$ cat src/rtl/tile_seq_pkg.sv
// Shared definitions for the tile enable sequencer: register offsets,
// FSM state encoding and the upper bound on the number of tiles.
package tile_seq_pkg;

  localparam int unsigned MaxTiles = 32;

  localparam logic [3:0] OffTarget = 4'h0;
  localparam logic [3:0] OffStatus = 4'h4;
  localparam logic [3:0] OffBusy   = 4'h8;
  localparam logic [3:0] OffIrq    = 4'hC;

  typedef enum logic [2:0] {
    IDLE,
    EN_CLK,
    EN_SETTLE,
    EN_ISO,
    DIS_ISO,
    DIS_RST
  } seq_state_e;

endpackage

$ cat src/rtl/tile_seq_regs.sv
// Register front end: request decode, TARGET storage and the response register.
// With PICOBELLO_TILE_SEQ_IRQ_EN defined it also holds the sticky IRQ flag at 0xC.
module tile_seq_regs
  import tile_seq_pkg::*;
#(
  parameter int unsigned NumTiles = 16
) (
  input  logic                clk_i,
  input  logic                rst_i,
  input  logic                req_valid_i,
  input  logic                req_write_i,
  input  logic [3:0]          req_addr_i,
  input  logic [31:0]         req_wdata_i,
  input  logic [NumTiles-1:0] status_i,
  input  logic                busy_i,
  output logic [NumTiles-1:0] target_o,
  output logic                rsp_valid_o,
  output logic [31:0]         rsp_rdata_o,
  output logic                rsp_error_o
`ifdef PICOBELLO_TILE_SEQ_IRQ_EN
  ,
  input  logic                irq_set_i,
  output logic                irq_o
`endif
);

  logic [NumTiles-1:0] target_q;
  logic [MaxTiles-1:0] target_pad;
  logic [MaxTiles-1:0] status_pad;

  always_comb begin
    target_pad = '0;
    status_pad = '0;
    target_pad[NumTiles-1:0] = target_q;
    status_pad[NumTiles-1:0] = status_i;
  end

`ifdef PICOBELLO_TILE_SEQ_IRQ_EN
  logic irq_q;
  logic irq_clr;

  assign irq_clr = req_valid_i & req_write_i & (req_addr_i == OffIrq) & req_wdata_i[0];
  assign irq_o   = irq_q;
`endif

  always_ff @(posedge clk_i) begin
    if (rst_i) begin
      target_q    <= '0;
      rsp_valid_o <= 1'b0;
      rsp_rdata_o <= '0;
      rsp_error_o <= 1'b0;
`ifdef PICOBELLO_TILE_SEQ_IRQ_EN
      irq_q       <= 1'b0;
`endif
    end else begin
      rsp_valid_o <= req_valid_i;
      rsp_rdata_o <= '0;
      rsp_error_o <= 1'b0;
      if (req_valid_i) begin
        case (req_addr_i)
          OffTarget: begin
            // Bits at or above NumTiles simply fall off the slice.
            if (req_write_i) target_q <= req_wdata_i[NumTiles-1:0];
            else             rsp_rdata_o <= target_pad;
          end
          OffStatus: if (!req_write_i) rsp_rdata_o <= status_pad;
          OffBusy:   if (!req_write_i) rsp_rdata_o <= {31'b0, busy_i};
`ifdef PICOBELLO_TILE_SEQ_IRQ_EN
          OffIrq:    if (!req_write_i) rsp_rdata_o <= {31'b0, irq_q};
`endif
          default:   rsp_error_o <= 1'b1;
        endcase
      end
`ifdef PICOBELLO_TILE_SEQ_IRQ_EN
      irq_q <= irq_set_i | (irq_q & ~irq_clr);
`endif
    end
  end

  assign target_o = target_q;

endmodule

$ cat src/rtl/tile_enable_sequencer.sv
// Walks tiles one at a time through clock enable, settle, reset release and
// isolation release (and the reverse). Optional irq_o via PICOBELLO_TILE_SEQ_IRQ_EN.
//
// state     | meaning
// IDLE      | scan for lowest tile whose TARGET and STATUS differ
// EN_CLK    | clock enabled, first settle cycle
// EN_SETTLE | waiting for clock to settle before reset release
// EN_ISO    | reset released, holding before isolation release
// DIS_ISO   | isolation asserted, holding before reset assert
// DIS_RST   | reset asserted, clock gated next
module tile_enable_sequencer
  import tile_seq_pkg::*;
#(
  parameter int unsigned NumTiles        = 16,
  parameter int unsigned ClkSettleCycles = 8,
  parameter int unsigned RstHoldCycles   = 4
) (
  input  logic                clk_i,
  input  logic                rst_i,
  input  logic                req_valid_i,
  output logic                req_ready_o,
  input  logic                req_write_i,
  input  logic [3:0]          req_addr_i,
  input  logic [31:0]         req_wdata_i,
  output logic                rsp_valid_o,
  output logic [31:0]         rsp_rdata_o,
  output logic                rsp_error_o,
  output logic [NumTiles-1:0] tile_clk_en_o,
  output logic [NumTiles-1:0] tile_rst_o,
  output logic [NumTiles-1:0] tile_iso_o,
  output logic                busy_o
`ifdef PICOBELLO_TILE_SEQ_IRQ_EN
  ,
  output logic                irq_o
`endif
);

  localparam int unsigned CntMax = (ClkSettleCycles > RstHoldCycles) ? ClkSettleCycles
                                                                     : RstHoldCycles;
  localparam int unsigned CntW = $clog2(CntMax + 1);
  localparam int unsigned IdxW = (NumTiles > 1) ? $clog2(NumTiles) : 1;

  localparam logic [CntW-1:0] SettleLoad = CntW'(ClkSettleCycles - 1);
  localparam logic [CntW-1:0] HoldLoad   = CntW'(RstHoldCycles - 1);

  seq_state_e          state_q;
  logic [CntW-1:0]     cnt_q;
  logic [IdxW-1:0]     idx_q;
  logic [NumTiles-1:0] status_q;
  logic [NumTiles-1:0] target;
  logic [NumTiles-1:0] diff;
  logic [IdxW-1:0]     pick;
  logic                found;

  assign req_ready_o = 1'b1;

`ifdef PICOBELLO_TILE_SEQ_IRQ_EN
  logic done_q;
  logic irq_set;
  assign irq_set = done_q && (target == status_q);
`endif

  tile_seq_regs #(
    .NumTiles (NumTiles)
  ) u_regs (
    .clk_i       (clk_i),
    .rst_i       (rst_i),
    .req_valid_i (req_valid_i),
    .req_write_i (req_write_i),
    .req_addr_i  (req_addr_i),
    .req_wdata_i (req_wdata_i),
    .status_i    (status_q),
    .busy_i      (busy_o),
    .target_o    (target),
    .rsp_valid_o (rsp_valid_o),
    .rsp_rdata_o (rsp_rdata_o),
    .rsp_error_o (rsp_error_o)
`ifdef PICOBELLO_TILE_SEQ_IRQ_EN
    ,
    .irq_set_i   (irq_set),
    .irq_o       (irq_o)
`endif
  );

  // Descending loop so the lowest mismatching index wins.
  always_comb begin
    diff  = target ^ status_q;
    found = 1'b0;
    pick  = '0;
    for (int i = NumTiles - 1; i >= 0; i--) begin
      if (diff[i]) begin
        found = 1'b1;
        pick  = IdxW'(i);
      end
    end
  end

  always_ff @(posedge clk_i) begin
    if (rst_i) begin
      state_q       <= IDLE;
      cnt_q         <= '0;
      idx_q         <= '0;
      status_q      <= '0;
      tile_clk_en_o <= '0;
      tile_rst_o    <= '1;
      tile_iso_o    <= '1;
      busy_o        <= 1'b0;
`ifdef PICOBELLO_TILE_SEQ_IRQ_EN
      done_q        <= 1'b0;
`endif
    end else begin
`ifdef PICOBELLO_TILE_SEQ_IRQ_EN
      done_q <= 1'b0;
`endif
      case (state_q)
        IDLE: begin
          busy_o <= found;
          if (found) begin
            idx_q <= pick;
            if (target[pick]) begin
              tile_clk_en_o[pick] <= 1'b1;
              cnt_q               <= SettleLoad;
              state_q             <= EN_CLK;
            end else begin
              tile_iso_o[pick] <= 1'b1;
              cnt_q            <= HoldLoad;
              state_q          <= DIS_ISO;
            end
          end
        end
        EN_CLK, EN_SETTLE: begin
          if (cnt_q == '0) begin
            tile_rst_o[idx_q] <= 1'b0;
            cnt_q             <= HoldLoad;
            state_q           <= EN_ISO;
          end else begin
            cnt_q   <= cnt_q - 1'b1;
            state_q <= EN_SETTLE;
          end
        end
        EN_ISO: begin
          if (cnt_q == '0) begin
            tile_iso_o[idx_q] <= 1'b0;
            status_q[idx_q]   <= 1'b1;
            state_q           <= IDLE;
`ifdef PICOBELLO_TILE_SEQ_IRQ_EN
            done_q            <= 1'b1;
`endif
          end else begin
            cnt_q <= cnt_q - 1'b1;
          end
        end
        DIS_ISO: begin
          if (cnt_q == '0) begin
            tile_rst_o[idx_q] <= 1'b1;
            state_q           <= DIS_RST;
          end else begin
            cnt_q <= cnt_q - 1'b1;
          end
        end
        DIS_RST: begin
          tile_clk_en_o[idx_q] <= 1'b0;
          status_q[idx_q]      <= 1'b0;
          state_q              <= IDLE;
`ifdef PICOBELLO_TILE_SEQ_IRQ_EN
          done_q               <= 1'b1;
`endif
        end
        default: state_q <= IDLE;
      endcase
    end
  end

endmodule
$ cat config.mk
export PLATFORM = sky130hd
export DESIGN_NAME = tile_enable_sequencer
export DESIGN_NICKNAME = d
export VERILOG_FILES = /design/src/rtl/tile_seq_pkg.sv /design/src/rtl/tile_seq_regs.sv /design/src/rtl/tile_enable_sequencer.sv
export SDC_FILE = /design/constraint.sdc
export NUM_CORES = 1
export LEC_CHECK = 0
export ABC_AREA = 1
export ABC_CLOCK_PERIOD_IN_PS = 5000
export BUFFER_PORTS_ARGS = -buffer_cell sky130_fd_sc_hd__clkbuf_2
export CAP_MARGIN = 20
export CORE_ASPECT_RATIO = 1.4
export CORE_MARGIN = 2
export CORE_UTILIZATION = 57
export CTS_BUF_LIST = sky130_fd_sc_hd__clkbuf_16
export DETAILED_ROUTE_END_ITERATION = 10
export PLACE_DENSITY_LB_ADDON = 0.2
export RECOVER_POWER = 25
export SYNTH_ARGS = -nofsm -noshare
export SYNTH_HDL_FRONTEND = slang
export SYNTH_SLANG_ARGS = --single-unit
$ cat constraint.sdc
create_clock -name clk_i -period 5 [get_ports clk_i]
set_input_delay 1 -clock clk_i [delete_from_list [all_inputs] [get_ports clk_i]]
set_output_delay 1 -clock clk_i [all_outputs]
set_load 0.01 [all_outputs]
; ---- Yosys cells after proc, flatten, opt, wreduce, memory -nomap -nowiden
; Index checks and enable logic that the tools add are counted.
[classes]
n_addsub = 1
n_mul = 0
div = 0
order_cmp = 4
n_eq_ne = 14
n_shift = 0
mux = 66
n_bitwise = 11
n_reduce_logical = 22
[op_table]
columns = cell, count
row1 = $mux 16, 10
row2 = $pmux 16 s2, 4
row3 = $pmux 32 s3, 1
row4 = $mux 4, 19
row5 = $and 16x16->16, 4
row6 = $or 16x16->16, 4
row7 = $mux 1, 22
row8 = $not 16->16, 1
row9 = $xor 16x16->16, 1
row10 = $mux 3, 5
row11 = $reduce_and 3->1, 5
row12 = $ne 2x2->1 const B, 7
row13 = $pmux 3 s4, 1
row14 = $pmux 4 s3, 1
row15 = $lt 4x5->1 const B, 2
row16 = $demux 1 s4, 2
row17 = $ge 4x1->1 const B, 2
row18 = $logic_not 4->1, 2
row19 = $reduce_bool 2->1, 4
row20 = $eq 3x2->1 const B, 2
row21 = $eq 3x3->1 const B, 2
row22 = $reduce_or 2->1, 3
row23 = $bmux 1 s4, 1
row24 = $eq 4x3->1 const B, 1
row25 = other kinds (10), 12
[word_totals]
register_bits = 126
latchBits = 0
mem_bits_rw = 0
romBits = 0
in_bits = 40
output_inout_bits = 84
elab_cells = 130
mem_count = 0

; ---- Depth between registers and ports, before layout
; Gate-level depths: netlist of run 1.
[depth]
word_depth = 25
mapped_depth = 32
mapped_depth_nobuf = 30

; ---- Cells and area by module
; Synthesis of run 1 repeated with hierarchy kept, for this count alone.
[hier_totals]
hier_cells = 833
area_unflattened_um2 = 5734.2
[modules_own_cells]
columns = module, n_inst, cells_each, area_each_um2, seq_area_each_um2
row1 = tile_enable_sequencer, 1, 622, 4205.3, 1521.5
row2 = tile_seq_regs, 1, 211, 1529.0, 680.7

; ---- Worst setup path after synthesis of run 1
; Ideal clock, no wire load.
[synth_path]
path_kind = register to register
from = reg u_regs.target_q[14], in the netlist u_regs.target_o[14]
to = reg tile_clk_en_o[0]
setup_ns = 0.114
arrival_ns = 2.284
required_ns = 4.886
slack_ns = 2.602
stages_incl_launch_ff = 33
path_buffers = 2
synth_period_minus_slack_ns = 2.398
cell_sequence = dfxtp_1 -> inv_1 -> nand2_1 -> nand2_1 -> nand2_1 -> nand2_1 -> nand2_1 -> nand2_1 -> nand2_1 -> nand2_1 -> nand2_1 -> nand2_1 -> nand2_1 -> nand2_1 -> nand2_1 -> nand2_1 -> nand2_2 -> nand2_4 -> nand2_4 -> buf_12 -> nand3_2 -> nand2_2 -> nor2_1 -> nor2_1 -> nor2_1 -> nand2_1 -> nand2_1 -> nand2_2 -> nand2_2 -> buf_6 -> nand2_2 -> nand2_1 -> nor2_2
[synth_via]
elab_chain_len = 24
elab_cells_between_ends = 45
cone_classes = order compare: 2 / eq/ne: 2 / mux: 37 / bitwise: 2 / reduce/logical: 2
[synth_rtl]
columns = item, line
row1 = from (decl), tile_seq_regs.sv:27  ; logic [NumTiles-1:0] target_q;
row2 = from (signal assigned), tile_seq_regs.sv:63  ; if (req_write_i) target_q <= req_wdata_i[NumTiles-1:0];
row3 = $xor 16x16->16, tile_enable_sequencer.sv:87  ; diff = target ^ status_q;
row4 = $mux 4 (15 in series), tile_enable_sequencer.sv:91  ; if (diff[i]) begin
row5 = $lt 4x5->1 (not written as such) / $ge 4x1->1 (equally long branches), tile_enable_sequencer.sv:121  ; tile_clk_en_o[pick] <= 1'b1;
row6 = $logic_and 1x1->1 (not written as such), tile_enable_sequencer.sv:121
row7 = $mux 1 (not written as such), tile_enable_sequencer.sv:121
row8 = $demux 1 s4, tile_enable_sequencer.sv:121
row9 = $or 16x16->16 (no line), -
row10 = $mux 16, tile_enable_sequencer.sv:120  ; if (target[pick]) begin
row11 = $mux 16, tile_enable_sequencer.sv:118  ; if (found) begin
row12 = $pmux 16 s2, tile_enable_sequencer.sv:115  ; case (state_q)
row13 = to (signal assigned), tile_enable_sequencer.sv:104  ; tile_clk_en_o <= '0;
row14 = "to (signal, indexed assignment)", tile_enable_sequencer.sv:121
row15 = "to (signal, indexed assignment)", tile_enable_sequencer.sv:162  ; tile_clk_en_o[idx_q] <= 1'b0;
row16 = to (decl), tile_enable_sequencer.sv:28  ; output logic [NumTiles-1:0] tile_clk_en_o,
; Several ways; a longest one is shown, not always the timed one. The select of a mux whose other input is x is not followed.
; A chain may end at the register's enable or synchronous reset.

; ---- Worst setup path in the final report of run 1
[layout_path]
from = reg u_regs.target_q[10], in the netlist u_regs.target_o[10]
to = reg tile_clk_en_o[7]
[layout_via]
elab_chain_len = 20
elab_cells_between_ends = 37
cone_classes = order compare: 2 / eq/ne: 2 / mux: 29 / bitwise: 2 / reduce/logical: 2
[layout_rtl]
columns = item, line
row1 = $xor 16x16->16, tile_enable_sequencer.sv:87
row2 = $mux 4 (11 in series), tile_enable_sequencer.sv:91
row3 = $lt 4x5->1 (not written as such) / $ge 4x1->1 (equally long branches), tile_enable_sequencer.sv:121
row4 = $logic_and 1x1->1 (not written as such), tile_enable_sequencer.sv:121
row5 = $mux 1 (not written as such), tile_enable_sequencer.sv:121
row6 = $demux 1 s4, tile_enable_sequencer.sv:121
row7 = $or 16x16->16 (no line), -
row8 = $mux 16, tile_enable_sequencer.sv:120
row9 = $mux 16, tile_enable_sequencer.sv:118
row10 = $pmux 16 s2, tile_enable_sequencer.sv:115
; Several ways; a longest one is shown, not always the timed one. The select of a mux whose other input is x is not followed.

==> run summary, run 1 <==
worst hold path type: register to register
crit path DAT: 3830 ps
Inserted Diodes: 0
num rows: 42
number of flops mapped to enable cells by yosys: 0
RSZ-0062 raised after global routing: no
min Tclk post-route: 3591 ps
Tightest Pin Transition: 995.1 ps
Static Leak: 2.650 nW
Post-Route WL: 14,990 um
register area share after synthesis: 0.3929
CTS Sinks: 110
Worst Setup EP: tile_clk_en_o[7]
Max Freq: 278.5 MHz
Routed Antenna Nets: 0
GP Congestion: 0.8963
hold-fix buffers at CTS: 0
Via Count: 5,625
post-DR wirelength/cell: 14.84 um
Hold Vio Cnt, Final: 0
Synth Area per Inst: 6.979 sq um
CTS root buffer: clkbuf_16
worst-skew pair later-pin latency: 350 ps
initial antenna violation count: 0
largest net degree at the start of global routing: 72
mapped cell area: 5604 sq um
Worst EP required: 5240 ps
clk buf depth: 2
crit path max fanout: 30
CTS tree: yes
HPWL Detailed: 10,770 um
DRT Pass-1 Iters: 5
die area: 10,650 sq um
Max-slew headroom: 0.3347
Yosys warning total: 0
Max-Cap Viols: 0
pwr dens: 375.2 nW/um^2
Worst R2R Start: u_regs.target_o[10]
Initial Utilization: 0.5892
layout cell share with drive strength beyond 1: 0.1276
Mapped Cells: 803
Pins Over Slew Limit: 0
Die Span Y: 121.3 um
first-pass GRT wire length: 24,320 um
Worst R2R Setup Slack: 1410 ps
most frequent cells in the layout: 127 x nand2_1, 110 x dfxtp_1, 107 x o21ai_0
top_reg_cell synth: dfxtp_1
synthesis-to-layout area growth: 11.23%
CTS Buf Count: 9
synthesis-stage register bit count: 110
clk slew on worst S/H paths: 70 ps
library cells used by synthesis: 33
CP endpoint kind: register
core region area: 9512 sq um
vias in the first global route: 5,313
Ports: 124
Setup Skew: 8.488 ps
Post-CTS Resized: 0
r2r endpoint: tile_clk_en_o[7]
worst-case reg-to-reg path depth: 20
DRC: 0
setup_tns: 0 ps
Setup Fix Bufs, Post-CTS: 0
CP startpoint kind: register
most common cell after layout, fill and taps aside: nand2_1
worst IR drop on VDD: 0.0002264 V
outcome: completed
fin crit share: 0.7181
final-report setup violation count: 0
nets@finish: 915
CP startpoint: u_regs.target_o[10]
drt first-iter violations: 354
Crit Path Class: register to register
Total GRT Usage: 0.2874
Die W: 87.80 um
Remaining Overflow, GRT: 0
Vias per Instance: 5.569
H-tree depth: 3
Hold WS: 462.2 ps
post-synthesis async set-or-reset flop share: 0
port bufs: 90
worst min path at each step:
stage,to,slack (ps),from,depth (start not counted)
final,cnt_q[0],460,cnt_q[0],1
after global routing,tile_clk_en_o[11],500,tile_clk_en_o[11],2
after CTS,cnt_q[0],460,cnt_q[0],1
after detailed placement,cnt_q[0],450,cnt_q[0],1
after global placement,cnt_q[0],450,cnt_q[0],1
after floorplan,cnt_q[0],430,cnt_q[0],1
cell usage after synthesis, types with 6 or more instances:
| cell | instances | area [sq um] |
|---|---|---|
| xnor2_1 | 13 | 113.9 |
| nor2_1 | 93 | 349.1 |
| inv_1 | 95 | 356.6 |
| nand2_1 | 127 | 476.7 |
| dfxtp_1 | 110 | 2202 |
| a21oi_1 | 55 | 275.3 |
| buf_2 | 6 | 30.03 |
| o211ai_1 | 15 | 112.6 |
| buf_4 | 17 | 127.6 |
| nand4_1 | 22 | 137.6 |
| a211oi_1 | 15 | 112.6 |
| o21ai_0 | 107 | 535.5 |
| nand3_1 | 39 | 195.2 |
| clkbuf_1 | 25 | 93.84 |
| nand2_2 | 15 | 93.84 |
| nand3_2 | 6 | 60.06 |
power breakdown:
part           leakage, nW  total, mW  internal [mW]  switching [mW]
clock                0.135      0.642          0.330           0.311
sequential           0.892       1.03          0.961          0.0688
combinational         1.62      0.668          0.196           0.472
layout make-up:
type | count | area, sq um
Clock buffer | 9 | 225.2
Fill cell | 892 | 3278
Tap cell | 132 | 165.2
Multi-Input combinational cell | 556 | 2775
Clock inverter | 7 | 33.78
Sequential cell | 110 | 2202
Inverter | 99 | 371.6
Timing Repair Buffer | 97 | 460.4
worst max-delay path: stages (launching register included):
cell	delay (ps)
dfxtp_1	420
xnor2_1	160
nand2_1	130
a31oi_1	180
nor2_1	60
nor2_1	80
o211ai_1	90
nand2_1	390
inv_1	370
nand4_1	190
nand2_1	90
nor2_1	110
nor2_1	50
nor2_1	100
nand2_1	110
nand2_1	110
nand2_2	70
nand2_2	520
nand2_1	120
nand2_1	90
nor2_1	50
layer usage:
layer  global-route usage  vias up  wire, um  share of wire
met5                    0        -         0              0
met2               0.4811      240      7452           0.50
li1                     -     2753         -              -
met4               0.1673        0       588          0.039
met3              0.04966       47       941          0.063
met1               0.3386     2585      6003           0.40
stage by stage:
| stage | cells | total power, mW | utilization | cell area [sq um] | worst slack (ps) |
|---|---|---|---|---|---|
| CTS | 1009 | 2.330 | 0.6590 | 6269 | 1453 |
| finish | 1010 | 2.339 | 0.6554 | 6233 | 1409 |
| global placement | 993 | 1.665 | 0.6318 | 6010 | 1568 |
| detailed placement | 993 | 1.693 | 0.6318 | 6010 | 1462 |
| global route | 1010 | 2.471 | 0.6554 | 6233 | 1111 |
| floorplan | 818 | 1.511 | - | 5660 | 2602 |
kinds of logic (layout without fill, tap and decap cells):
logic type / count (synthesis) / count (layout) / share of synthesized area
adder cells (fa/ha/maj): 2 / 2 / 0.004465
buffers and inverters: 152 / 212 / 0.1228
other: 2 / 17 / 0.001340
AO/OA/AOI/OAI: 206 / 206 / 0.2018
XOR/XNOR: 15 / 15 / 0.02344
AND/OR/NAND/NOR: 316 / 316 / 0.2532
flip-flops: 110 / 110 / 0.3929
No activity file was read; power rests on OpenSTA's default activity.
==> inputs of run 2 (changes only) <==
--- a/config.mk
+++ b/config.mk
@@ -6,12 +6,12 @@
 export NUM_CORES = 1
 export LEC_CHECK = 0
 export ABC_AREA = 1
-export ABC_CLOCK_PERIOD_IN_PS = 5000
+export ABC_CLOCK_PERIOD_IN_PS = 2900
 export BUFFER_PORTS_ARGS = -buffer_cell sky130_fd_sc_hd__clkbuf_2
 export CAP_MARGIN = 20
 export CORE_ASPECT_RATIO = 1.4
 export CORE_MARGIN = 2
-export CORE_UTILIZATION = 57
+export CORE_UTILIZATION = 49
 export CTS_BUF_LIST = sky130_fd_sc_hd__clkbuf_16
 export DETAILED_ROUTE_END_ITERATION = 10
 export PLACE_DENSITY_LB_ADDON = 0.2
==> constraint.sdc (replaced) <==
create_clock -name clk_i -period 2.9 [get_ports clk_i]
set_input_delay 0.58 -clock clk_i [delete_from_list [all_inputs] [get_ports clk_i]]
set_output_delay 0.58 -clock clk_i [all_outputs]
set_load 0.01 [all_outputs]
==> run summary, run 2 (synthesis results as in run 1) <==
core region area: 11,220 sq um
worst IR drop on VDD: 0.0003198 V
RSZ-0062 raised after global routing: yes
layout cell share with drive strength beyond 1: 0.1833
worst hold path type: register to register
Worst Path Buf+Inv: 2
CTS tree: yes
Remaining Overflow, GRT: 0
placed inst area: 6180 sq um
fin crit share: 0.9778
Worst path top cell family by delay: simple AND/OR/NAND/NOR gates
area of the multi-input gates: 2935 sq um
min Tclk post-route: 2836 ps
hold-fix buffers at CTS: 0
Hold Vio Cnt, Final: 0
Via Count: 5,772
Die W: 94.39 um
slowest CP cell: dfxtp_1
outcome: completed
H-tree depth: 3
Tightest Pin Transition: 803.0 ps
CP endpoint kind: register
nets@finish: 948
GP Congestion: 0.9966
CTS Sinks: 110
largest net degree at the start of global routing: 51
Placed Cells incl. Taps: 1,024
final core occ: 0.5988
most common cell after layout, fill and taps aside: nand2_1
Vias per Instance: 5.471
crit path max fanout: 7
Setup Skew: 9.533 ps
Total GRT Usage: 0.2645
initial antenna violation count: 0
post-DR wirelength/cell: 16.14 um
CP max stage delay: 390 ps
CTS Buf Count: 9
Pwr Total: 4.164 mW
Post-Route WL: 17,030 um
pwr dens: 619.7 nW/um^2
CTS root buffer: clkbuf_16
Max Freq: 352.7 MHz
CP startpoint kind: register
crit-path cells: xnor2_1 -> nand2_1 -> a31oi_1 -> nor2_1 -> nor2_1 -> o211ai_1 -> nand2_2 -> clkinvlp_4 -> nand3_2 -> nand2_1 -> nor2_1 -> nor2_1 -> nor2_1 -> nand2_1 -> nand2_1 -> nand2_2 -> nand2_4 -> buf_6 -> nand2_2 -> nand2_1 -> nor2_2
die area: 12,320 sq um
num rows: 46
Crit Path Class: register to register
final std cells w/o fill: 1,055
Max-Cap Viols: 0
vias in the first global route: 5,230
synthesis-to-layout area growth: 19.92%
port bufs: 90
Ports: 124
most frequent cells in the layout: 117 x nand2_1, 107 x o21ai_0, 104 x dfxtp_1
crit path DAT: 3080 ps
register area: 2215 sq um
Routed Antenna Nets: 0
Worst EP required: 3140 ps
final-report setup violation count: 0
Pins Over Slew Limit: 0
Initial Utilization: 0.4993
Inserted Diodes: 0
Static Leak: 2.826 nW
drt first-iter violations: 351
Design Area, Final: 6720 sq um
Max-slew headroom: 0.4647
DRT Pass-1 Iters: 5
clk buf depth: 2
Fill cells: 1,087
first-pass GRT wire length: 25,630 um
DRC: 0
worst-skew pair later-pin latency: 350 ps
clk slew on worst S/H paths: 70 ps
Die Span Y: 130.5 um
HPWL Detailed: 11,810 um
-- run 2: cell count changes in the layout (fill, tap and decap cells not counted), sizes merged --
cell / delta
buf: +29
clkbuf: +1
nand2: +2
clkinvlp: +2
clkinv: -1
-- run 2: final cells by class --
class,count,share of cell area
multi-input combinational,558,0.4368
sequential,110,0.3295
timing repair buffer,127,0.1085
inverter,99,0.05623
clock buffer,9,0.03351
tap,144,0.02681
clock inverter,7,0.007447
timing repair inverter,1,0.001117
-- run 2: worst reg2reg max path, stage by stage (launching register included) --
cell and delay (ps):
dfxtp_1 390, xnor2_1 170, nand2_1 130, a31oi_1 170
nor2_1 70, nor2_1 140, o211ai_1 120, nand2_2 170
clkinvlp_4 190, nand3_2 110, nand2_1 70, nor2_1 120
nor2_1 50, nor2_1 90, nand2_1 80, nand2_1 90
nand2_2 80, nand2_4 160, buf_6 180, nand2_2 50
nand2_1 80, nor2_2 40
-- run 2: per-layer routing --
layer | global-route usage | wire length, um | vias up | share of wire
met5 | 0 | 0 | - | 0
met2 | 0.4697 | 8676 | 242 | 0.51
met1 | 0.3207 | 6695 | 2665 | 0.39
met3 | 0.03440 | 1054 | 49 | 0.062
met4 | 0.1117 | 606 | 0 | 0.036
li1 | - | - | 2816 | -
-- run 2: final timing paths --
kind	start	end	slack, ps	cells after the start
worst max-delay path	register	tile_clk_en_o[14]	60	21
worst min-delay path	cnt_q[0]	cnt_q[0]	470	1
worst max register to register	register	tile_clk_en_o[14]	60	21
worst min register to register	cnt_q[0]	cnt_q[0]	470	1
-- run 2: repair_timing --
| item | 4_1_cts | 5_1_grt |
|---|---|---|
| buffers inserted | 0 | 9 |
| endpoints found under the setup margin | 0 | 31 |
| gates resized for setup | 0 | 44 |
-- run 2: where the power goes --
part	internal, mW	leakage, nW	switching (mW)
clock network	0.585	0.135	0.576
logic	0.380	1.80	0.849
registers	1.65	0.896	0.120
-- run 2: per-stage QoR --
| step | setup TNS [ps] | setup slack, ps | hold WS (ps) |
|---|---|---|---|
| floorplan | 0 | 502.4 | 431.3 |
| CTS | 0 | 108.5 | 470.9 |
| finish | 0 | 64.42 | 470.4 |
| global placement | 0 | 124.9 | 448.9 |
| detailed placement | 0 | 136.8 | 460.5 |
| global route | -592.0 | -56.83 | 499.0 |
